## src/rtl/tt_sweep_pkg.sv

```systemverilog
// Shared definitions for the truth-table sweep stage.
//   tt_state_e : sweep FSM states (TT_IDLE, TT_DRIVE, TT_DONE)
//   TT_ROWS    : number of truth-table rows for a 3-input circuit
//   TT_ROW_W   : width of the row index / stimulus vector
//   tt_bit()   : row index -> bit position in the captured table (row 000 is the MSB)
package tt_sweep_pkg;

  typedef enum logic [1:0] {
    TT_IDLE  = 2'd0,
    TT_DRIVE = 2'd1,
    TT_DONE  = 2'd2
  } tt_state_e;

  localparam int TT_ROWS  = 8;
  localparam int TT_ROW_W = 3;

  function automatic logic [TT_ROW_W-1:0] tt_bit(input logic [TT_ROW_W-1:0] row);
    return TT_ROW_W'(TT_ROWS - 1) - row;
  endfunction

endpackage

```

## src/rtl/truth_table_sweep_if.sv

```systemverilog
// Control/report bundle between a sweep requester (master) and the
// truth_table_sweep stage (slave).
//   start  : master -> slave, level request; sampled only while the stage is idle,
//            ignored (not queued) otherwise.
//   busy   : slave -> master, high from the first drive cycle through the done cycle.
//   done   : slave -> master, one-cycle pulse when the sweep completes.
//   result : slave -> master, captured truth table (row 000 in bit 7).
//   pass   : slave -> master, result == expected; valid from done until the next
//            accepted start.
// There is no ready signal: a start seen while idle is accepted on that edge, and
// busy tells the master when a new request would be honoured.
interface truth_table_sweep_if;
  logic       start;
  logic       busy;
  logic       done;
  logic [7:0] result;
  logic       pass;

  modport master (output start, input busy, input done, input result, input pass);
  modport slave  (input start, output busy, output done, output result, output pass);
endinterface

```

## src/rtl/tt_sync2.sv

```systemverilog
// Two-flop synchronizer for a single asynchronous bit.
//   clk   : destination clock
//   rst_n : asynchronous active-low reset, both flops clear to 0
//   d     : asynchronous input
//   q     : synchronized output (two cycles of latency)
module tt_sync2 (
  input  logic clk,
  input  logic rst_n,
  input  logic d,
  output logic q
);

  logic meta;

  always_ff @(posedge clk or negedge rst_n) begin
    if (!rst_n) begin
      meta <= 1'b0;
      q    <= 1'b0;
    end else begin
      meta <= d;
      q    <= meta;
    end
  end

endmodule

```

## src/rtl/truth_table_sweep.sv

```systemverilog
// Stimulus and capture stage for a 3-input combinational circuit. On start it
// drives {in1,in2,in3} through rows 000..111, holds each row for a settle time,
// samples the circuit output at the last edge of the row, and reports the
// captured 8-bit truth table plus a compare against EXPECTED.
//
// Parameters:
//   EXPECTED : expected truth table, bit [7-r] is the output for row r
//   SETTLE   : cycles per row before sampling (1..255; 1..254 with the synchronizer)
// Ports:
//   clk, rst_n       : clock, asynchronous active-low reset
//   bus (slave)      : start / busy / done / result / pass
//   dut_out          : output of the circuit under test
//   in1, in2, in3    : registered stimulus to the circuit under test
//   state            : current FSM state, for observation
// Build option:
//   TT_SWEEP_SYNC_EN : pass dut_out through a 2-flop synchronizer and extend each
//                      row by two cycles so the sampled value belongs to the row.
module truth_table_sweep
  import tt_sweep_pkg::*;
#(
  parameter logic [7:0] EXPECTED = 8'h47,
  parameter int         SETTLE   = 4
) (
  input  logic                clk,
  input  logic                rst_n,
  truth_table_sweep_if.slave  bus,
  input  logic                dut_out,
  output logic                in1,
  output logic                in2,
  output logic                in3,
  output tt_state_e           state
);

  logic sample;

`ifdef TT_SWEEP_SYNC_EN
  localparam logic [7:0] SAMPLE_AT = 8'(SETTLE + 1);

  tt_sync2 u_sync (
    .clk   (clk),
    .rst_n (rst_n),
    .d     (dut_out),
    .q     (sample)
  );
`else
  localparam logic [7:0] SAMPLE_AT = 8'(SETTLE - 1);

  assign sample = dut_out;
`endif

  tt_state_e             state_q, state_d;
  logic [TT_ROW_W-1:0]   row_q, row_d;
  logic [7:0]            cnt_q, cnt_d;
  logic [7:0]            result_q, result_d;
  logic                  pass_q, pass_d;
  logic                  busy_q, busy_d;
  logic                  done_q, done_d;

  always_ff @(posedge clk or negedge rst_n) begin
    if (!rst_n) begin
      state_q  <= TT_IDLE;
      row_q    <= '0;
      cnt_q    <= '0;
      result_q <= '0;
      pass_q   <= 1'b0;
      busy_q   <= 1'b0;
      done_q   <= 1'b0;
    end else begin
      state_q  <= state_d;
      row_q    <= row_d;
      cnt_q    <= cnt_d;
      result_q <= result_d;
      pass_q   <= pass_d;
      busy_q   <= busy_d;
      done_q   <= done_d;
    end
  end

  always_comb begin
    state_d  = state_q;
    row_d    = row_q;
    cnt_d    = cnt_q;
    result_d = result_q;
    pass_d   = pass_q;

    case (state_q)
      TT_IDLE: begin
        row_d = '0;
        cnt_d = '0;
        if (bus.start) begin
          state_d  = TT_DRIVE;
          result_d = '0;
          pass_d   = 1'b0;
        end
      end
      TT_DRIVE: begin
        if (cnt_q == SAMPLE_AT) begin
          cnt_d                  = '0;
          result_d[tt_bit(row_q)] = sample;
          if (row_q == TT_ROW_W'(TT_ROWS - 1)) begin
            // Stimulus returns to 000 for the done cycle; the compare uses the
            // table including the bit captured on this edge.
            state_d = TT_DONE;
            row_d   = '0;
            pass_d  = (result_d == EXPECTED);
          end else begin
            row_d = row_q + TT_ROW_W'(1);
          end
        end else begin
          cnt_d = cnt_q + 8'd1;
        end
      end
      TT_DONE: begin
        state_d = TT_IDLE;
      end
      default: begin
        state_d = TT_IDLE;
      end
    endcase

    // Flags are registered from the next state so they line up with it.
    busy_d = (state_d != TT_IDLE);
    done_d = (state_d == TT_DONE);
  end

  assign {in1, in2, in3} = row_q;
  assign bus.busy        = busy_q;
  assign bus.done        = done_q;
  assign bus.result      = result_q;
  assign bus.pass        = pass_q;
  assign state           = state_q;

endmodule

```

## src/flat_wrapper.sv

```systemverilog
// flat-port wrapper written by rule: the top's interface ports become plain ports
module truth_table_sweep_flat import tt_sweep_pkg::*;
#(
  parameter logic [7:0] EXPECTED = 8'h47,
  parameter int         SETTLE   = 4
)
  (clk, rst_n, dut_out, in1, in2, in3, state, bus_start, bus_busy, bus_done, bus_result, bus_pass);
  truth_table_sweep_if bus_i ();
  input  logic clk;
  input  logic rst_n;
  input  logic dut_out;
  output logic in1;
  output logic in2;
  output logic in3;
  output tt_state_e state;
  input wire logic [$bits(bus_i.start)-1:0] bus_start;
  output wire logic [$bits(bus_i.busy)-1:0] bus_busy;
  output wire logic [$bits(bus_i.done)-1:0] bus_done;
  output wire logic [$bits(bus_i.result)-1:0] bus_result;
  output wire logic [$bits(bus_i.pass)-1:0] bus_pass;
  assign bus_i.start = bus_start;
  assign bus_busy = bus_i.busy;
  assign bus_done = bus_i.done;
  assign bus_result = bus_i.result;
  assign bus_pass = bus_i.pass;
  truth_table_sweep #(.EXPECTED(EXPECTED), .SETTLE(SETTLE)) u_core (.clk(clk), .rst_n(rst_n), .bus(bus_i), .dut_out(dut_out), .in1(in1), .in2(in2), .in3(in3), .state(state));
endmodule
```

## config.mk

```make
export PLATFORM = sky130hd
export DESIGN_NAME = truth_table_sweep_flat
export DESIGN_NICKNAME = d
export VERILOG_FILES = /design/src/rtl/tt_sweep_pkg.sv /design/src/rtl/truth_table_sweep_if.sv /design/src/rtl/tt_sync2.sv /design/src/rtl/truth_table_sweep.sv /design/src/flat_wrapper.sv
export SDC_FILE = /design/constraint.sdc
export NUM_CORES = 1
export LEC_CHECK = 0
export CORE_MARGIN = 4
export CORE_UTILIZATION = 48
export DETAILED_ROUTE_END_ITERATION = 10
export PLACE_DENSITY = 0.81
export SLEW_MARGIN = 20
export SYNTH_ARGS = -nofsm -noshare
export SYNTH_HDL_FRONTEND = slang
export SYNTH_SLANG_ARGS = --single-unit
```

## constraint.sdc

```tcl
create_clock -name clk -period 1.9 [get_ports clk]
set_clock_uncertainty 0.15 [all_clocks]
set_input_delay 0.285 -clock clk [delete_from_list [all_inputs] [get_ports clk]]
set_output_delay 0.285 -clock clk [all_outputs]
set_load 0.02 [all_outputs]
```

[Word-level counts from Yosys, hierarchy flattened]
Cells that the tools add are included.
Storage, ports and cells
  register bits after elaboration: 24
  input port bits: 4
  output and inout port bits: 16
Cells by class
  $add $sub $neg: 3
  magnitude comparators: 2
  equal/unequal tests: 8
  muxes and demuxes: 19
  reduce and logical (&&, ||, !) cells: 7
Operator list (number)
  case mux 8 bit (2 select lines): 2
  2-to-1 mux 8 bit: 3
  adder 8 x 1 -> 8 bit (second input constant): 1
  bitwise mux 8 bit: 1
  == test 8 x 2 -> 1 bit (second input constant): 1
  == test 8 x 7 -> 1 bit (second input constant): 1
  2-to-1 mux 2 bit: 3
  2-to-1 mux 3 bit: 2
  case mux 3 bit (2 select lines): 1
  less-than comparator 3 x 4 -> 1 bit (second input constant): 1
  2-to-1 mux 1 bit: 4
  != test 2 x 1 -> 1 bit (second input constant): 2
  case mux 2 bit (2 select lines): 1
  AND reduction 4 bit: 1
  nonzero test 2 bit: 2
  adder 3 x 1 -> 3 bit (second input constant): 1
  demux 1 bit (select 3 bit): 1
  == test 3 bit (second input constant): 1
  greater-or-equal comparator 3 x 1 -> 1 bit (second input constant): 1
  AND reduction 3 bit: 1
  subtractor 3 bit (first input constant): 1
  == test 2 x 1 -> 1 bit (second input constant): 1
  == test 2 bit (second input constant): 1
  zero test 2 bit: 1
  4 further kinds: 4

[Depth between registers and ports, before layout]
  word-level depth: 10
  gate-level depth with buffers: 7
  depth with buffers taken out: 7

[Least setup slack after synthesis]
Ideal clock, no wire load.
  path type: register -> register
  start point: reg u_core.cnt_q[0]
  end point: reg u_core.cnt_q[7]
  library setup time: 129 ps
  arrival time: 1541 ps
  required time: 1621 ps
  path slack: 80 ps
  cell stages (with the launch flop): 7
  buffers on the path: 0
  period minus slack after synthesis: 1820 ps
  cells stage by stage: dfrtp_1 ha_1 or3b_2 o21ai_2 a31oi_1 o21ai_1 o31ai_1
On the way
  cells in the longest elaborated chain, start to end: 3
  elaborated cells on any way between the ends: 4
  classes of those cells: add/sub: 1; eq/ne: 1; mux: 2
RTL lines
  from (decl): line truth_table_sweep.sv:53  | logic [7:0] cnt_q, cnt_d;
  from (signal assigned): line truth_table_sweep.sv:71  | cnt_q <= cnt_d;
  adder 8 x 1 -> 8 bit / == test 8 x 2 -> 1 bit (equally long branches): line truth_table_sweep.sv:110, truth_table_sweep.sv:97
  2-to-1 mux 8 bit (*): line truth_table_sweep.sv:97  | if (cnt_q == SAMPLE_AT) begin
  case mux 8 bit (2 select lines) (*): line truth_table_sweep.sv:86  | case (state_q)
Every way passes the cells marked *; elsewhere a longest branch is shown, timed or not.
A chain may end at the register's enable or synchronous reset.

[Worst setup path in the final report]
  start point: reg u_core.cnt_q[0]
  end point: reg u_core.cnt_q[6]
The elaborated chain is that of the path after synthesis.

==> summary.txt <==
Min path
  • Kind of path behind the tightest hold check: input port to asynchronous set/reset pin

Synthesis
  • Synthesized flop and latch total: 24
  • Largest family of logic cells by synthesized area: compound AO/OA/AOI/OAI gates
  • Synth cell types: 37
  • Mapped Area: 0.00138 mm^2
  • Sequential cell area fraction in the yosys report: 0.436
  • Post-synthesis async set-or-reset flop share: 1.00
  • Share of cell area taken by muxes after synthesis: 0.0300
  • Most frequently used flop master after synthesis: sky130_fd_sc_hd__dfrtp_1
  • Total nets after synthesis: about 160
  • Simple-Gate Fraction of Synth Area: 0.203
  • Compound-gate portion of the synthesized area: 0.271
  • Post-synth EDFFs: 0
  • Count of synthesis-stage warnings from yosys: 0
  • Post-synthesis area per instance: 8.88 um^2
  • Adder-cell area share of the yosys netlist: 0.0273
  • Post-synthesis xor/xnor area fraction: 0
  • Instance count of the mapped netlist: 155

Floorplanning
  • Floorplan core area: 0.00276 mm^2
  • Site row count: 19
  • Boundary Pins: 20
  • Starting density of the core: 0.499
  • Height of the chip: 61.5 um
  • Die area: ~0.0038 mm^2
  • Die width: 61.5 um

Placed design
  • Count of input and output buffers: 19
  • Post-detail-place hpwl: 2480 um
  • # placed instances: approximately 210
  • Final weighted congestion in routability-driven placement: 0.889
  • Pre-CTS WS: -0.00430 ns

Final layout
  • Synthesis-to-layout area growth: 27.5%
  • Footprint of the flip-flops and latches: between 600 and 700 um^2
  • Fraction of final layout cells sized beyond drive strength 1: 0.194
  • Multi-input logic area: 752 um^2
  • # fillers: 244
  • Antenna Diode Count: 0
  • Fin nets: 195
  • Layout Cells excl Fill: ~220

Run
  • Max-Cap Viols: 0

Timing
  • Final total negative setup slack: 0 ns
  • Period utilization: 0.971
  • Relative slew margins: 0.742
  • Finish-stage setup viols: 0
  • Actual slew at the worst max-slew pin: 0.385 ns
  • Setup repair after global routing missed its margin: false
  • Post-layout min period: about 1.8 ns
  • Max Clock Freq: 0.542 GHz
  • Number of pins exceeding their max-slew limit in the final report: 0
  • Hold Vio Cnt, Final: 0
  • Worst hold margin: 0.171 ns
  • Final worst setup slack: 0.0551 ns

Clock network
  • Clock root buffer: sky130_fd_sc_hd__clkbuf_4
  • Maximum clock insertion buffer count: 2
  • Inserted Clock Buffers: 3
  • CTS Sinks: 24
  • Latest clock arrival within the worst-skew pair: 0.31 ns
  • Clock transition at the registers of the reported paths: 0.12 ns
  • Number of levels the H-tree was split into: 1
  • CTS tree: yes

Critical path
  • Setup slack of the worst register-to-register path: 0.06 ns
  • Arr. time, crit path: 1.91 ns
  • R2R Path End: u_core.cnt_q[6]
  • Critical path capture point type: flop
  • Critical Path Source Type: flop
  • Path type of the worst setup path: flop to flop
  • CP startpoint: u_core.cnt_q[0]
  • Endpoint required time on the critical path: 1.96 ns
  • Startpoint of the worst register-to-register path: u_core.cnt_q[0]
  • R2R depth: 6
  • Crit Path Max Fanout: 5

Power
  • Leak: approximately 0.76 nW
  • Peak VDD IR: approximately 1 mV
  • Total power density per cell area: 1210 mW/mm^2

GRT
  • Combined global-route utilization of all metal layers: 0.192
  • Global-route wire length before repair: 5470 um
  • Via count of the first global-routing pass: around 1200
  • Largest net degree at the start of global routing: 25
  • Antenna violations before repair: 0
  • Leftover overflow at the end of global routing: 0

Drt
  • Vias post-DR: 1325
  • Vias/cell: 6.11
  • Avg WL per Cell: 15.8 um
  • Routed Antenna Nets: 0
  • First-iteration detailed-routing DRC count: 59
  • Total wire length after detailed routing: 3420 um
  • Number of search-and-repair iterations in the first detailed-routing pass: 4
  • Total DRC errors in the routed layout: 0

Outcome
  • Outcome: finished, final reports clean
[worst max path at each step]
stage	to	slack [ns]	cells past startpoint
after global routing	u_core.bus.pass	0.004	4
after floorplan	u_core.cnt_q[7]	0.08	6
after detailed placement	u_core.bus.result[6]	-0.004	6
final	u_core.cnt_q[6]	0.06	6
after global placement	u_core.bus.result[6]	0.05	6
after CTS	u_core.bus.pass	0.03	4
[routing by layer]
layer | track usage | wire (um)
met1 | 0.230 | 1420
met2 | 0.342 | 1820
met3 | 0.0335 | 139
met4 | 0.0667 | 40
met5 | 0 | 0
[area by class of cell]
type,count,share of cell area
inverters,3,0.00641
repair buffers,37,0.184
well taps,31,0.0221
multi-input cells,119,0.428
flip-flops and latches,24,0.346
clock buffers,3,0.0128
[Yosys cell counts, types with 2 or more instances]
cell type,instances,area [um^2]
sky130_fd_sc_hd__nand2b_1,3,18.8
sky130_fd_sc_hd__dfrtp_1,24,601
sky130_fd_sc_hd__nor2_1,17,63.8
sky130_fd_sc_hd__nor3_1,2,10.0
sky130_fd_sc_hd__o21ai_0,3,15.0
sky130_fd_sc_hd__a41oi_1,2,17.5
sky130_fd_sc_hd__o21ai_1,25,125
sky130_fd_sc_hd__o31ai_1,3,22.5
sky130_fd_sc_hd__nand2_1,9,33.8
sky130_fd_sc_hd__or2_1,2,12.5
sky130_fd_sc_hd__nand4_1,3,18.8
sky130_fd_sc_hd__nand3b_1,2,15.0
sky130_fd_sc_hd__nor2b_1,3,18.8
sky130_fd_sc_hd__a21oi_1,5,25.0
sky130_fd_sc_hd__nand3_1,4,20.0
sky130_fd_sc_hd__inv_1,2,7.51
sky130_fd_sc_hd__ha_1,3,37.5
sky130_fd_sc_hd__a2bb2oi_1,2,17.5
sky130_fd_sc_hd__a31oi_1,5,31.3
sky130_fd_sc_hd__a22o_1,8,70.1
sky130_fd_sc_hd__mux2i_1,3,30.0
sky130_fd_sc_hd__clkbuf_1,8,30.0
sky130_fd_sc_hd__and3_1,3,18.8
[state kept, by name, summed over array words and instances, names as in the netlist]
register	flops
u_core.bus.result	8
u_core.state	2
u_core.bus.busy	1
u_core.bus.done	1
u_core.row_q	3
u_core.cnt_q	8
u_core.bus.pass	1
[timing repair]
item                                    CTS  global route
resized for setup                        10             5
hold buffers                              0             0
setup buffers                             0             2
endpoints found under the setup margin    6            14
hold endpoints to repair                  0             0
pin swaps                                 0             1
[cells in the final DEF (no fill, tap or decap), types with 4 or more instances in the layout]
master	instances
sky130_fd_sc_hd__nand3_1	4
sky130_fd_sc_hd__buf_4	18
sky130_fd_sc_hd__a22o_1	8
sky130_fd_sc_hd__clkdlybuf4s50_1	14
sky130_fd_sc_hd__a31oi_1	5
sky130_fd_sc_hd__dfrtp_2	6
sky130_fd_sc_hd__o21ai_1	25
sky130_fd_sc_hd__nand2_1	9
sky130_fd_sc_hd__nor2_1	16
sky130_fd_sc_hd__a21oi_1	5
sky130_fd_sc_hd__dfrtp_1	18
sky130_fd_sc_hd__dlygate4sd2_1	4
[power by group]
| group | switching, mW | total (mW) | internal (mW) |
|---|---|---|---|
| combinational | 0.584 | 1.12 | 0.540 |
| sequential | 0.137 | 0.774 | 0.637 |
| clock | 0.144 | 0.219 | 0.0742 |
[cell families (layout without fill, tap and decap cells)]
logic type	count (synthesis)	in the layout
DFF	24	24
adders and majority gates	3	3
muxes	4	4
and+or+nand+nor	53	53
AOI/OAI and AO/OA	59	59
buffers and inverters	12	43
[critical path, stage by stage, from the launching register on]
cell                      delay, ns
sky130_fd_sc_hd__dfrtp_1       0.41
sky130_fd_sc_hd__ha_1          0.21
sky130_fd_sc_hd__buf_4         0.15
sky130_fd_sc_hd__and3_1        0.21
sky130_fd_sc_hd__nand3_1       0.10
sky130_fd_sc_hd__mux2_2        0.34
sky130_fd_sc_hd__a22o_1        0.18
[through the flow]
step	area [um^2]	utilization	power (mW)
finish	1760	0.637	2.12
detailed placement	1690	0.613	1.85
floorplan	1380	-	1.44
global route	1760	0.637	2.28
CTS	1720	0.625	2.07
global placement	1690	0.613	1.81
Power figures use the tool's default switching activity.
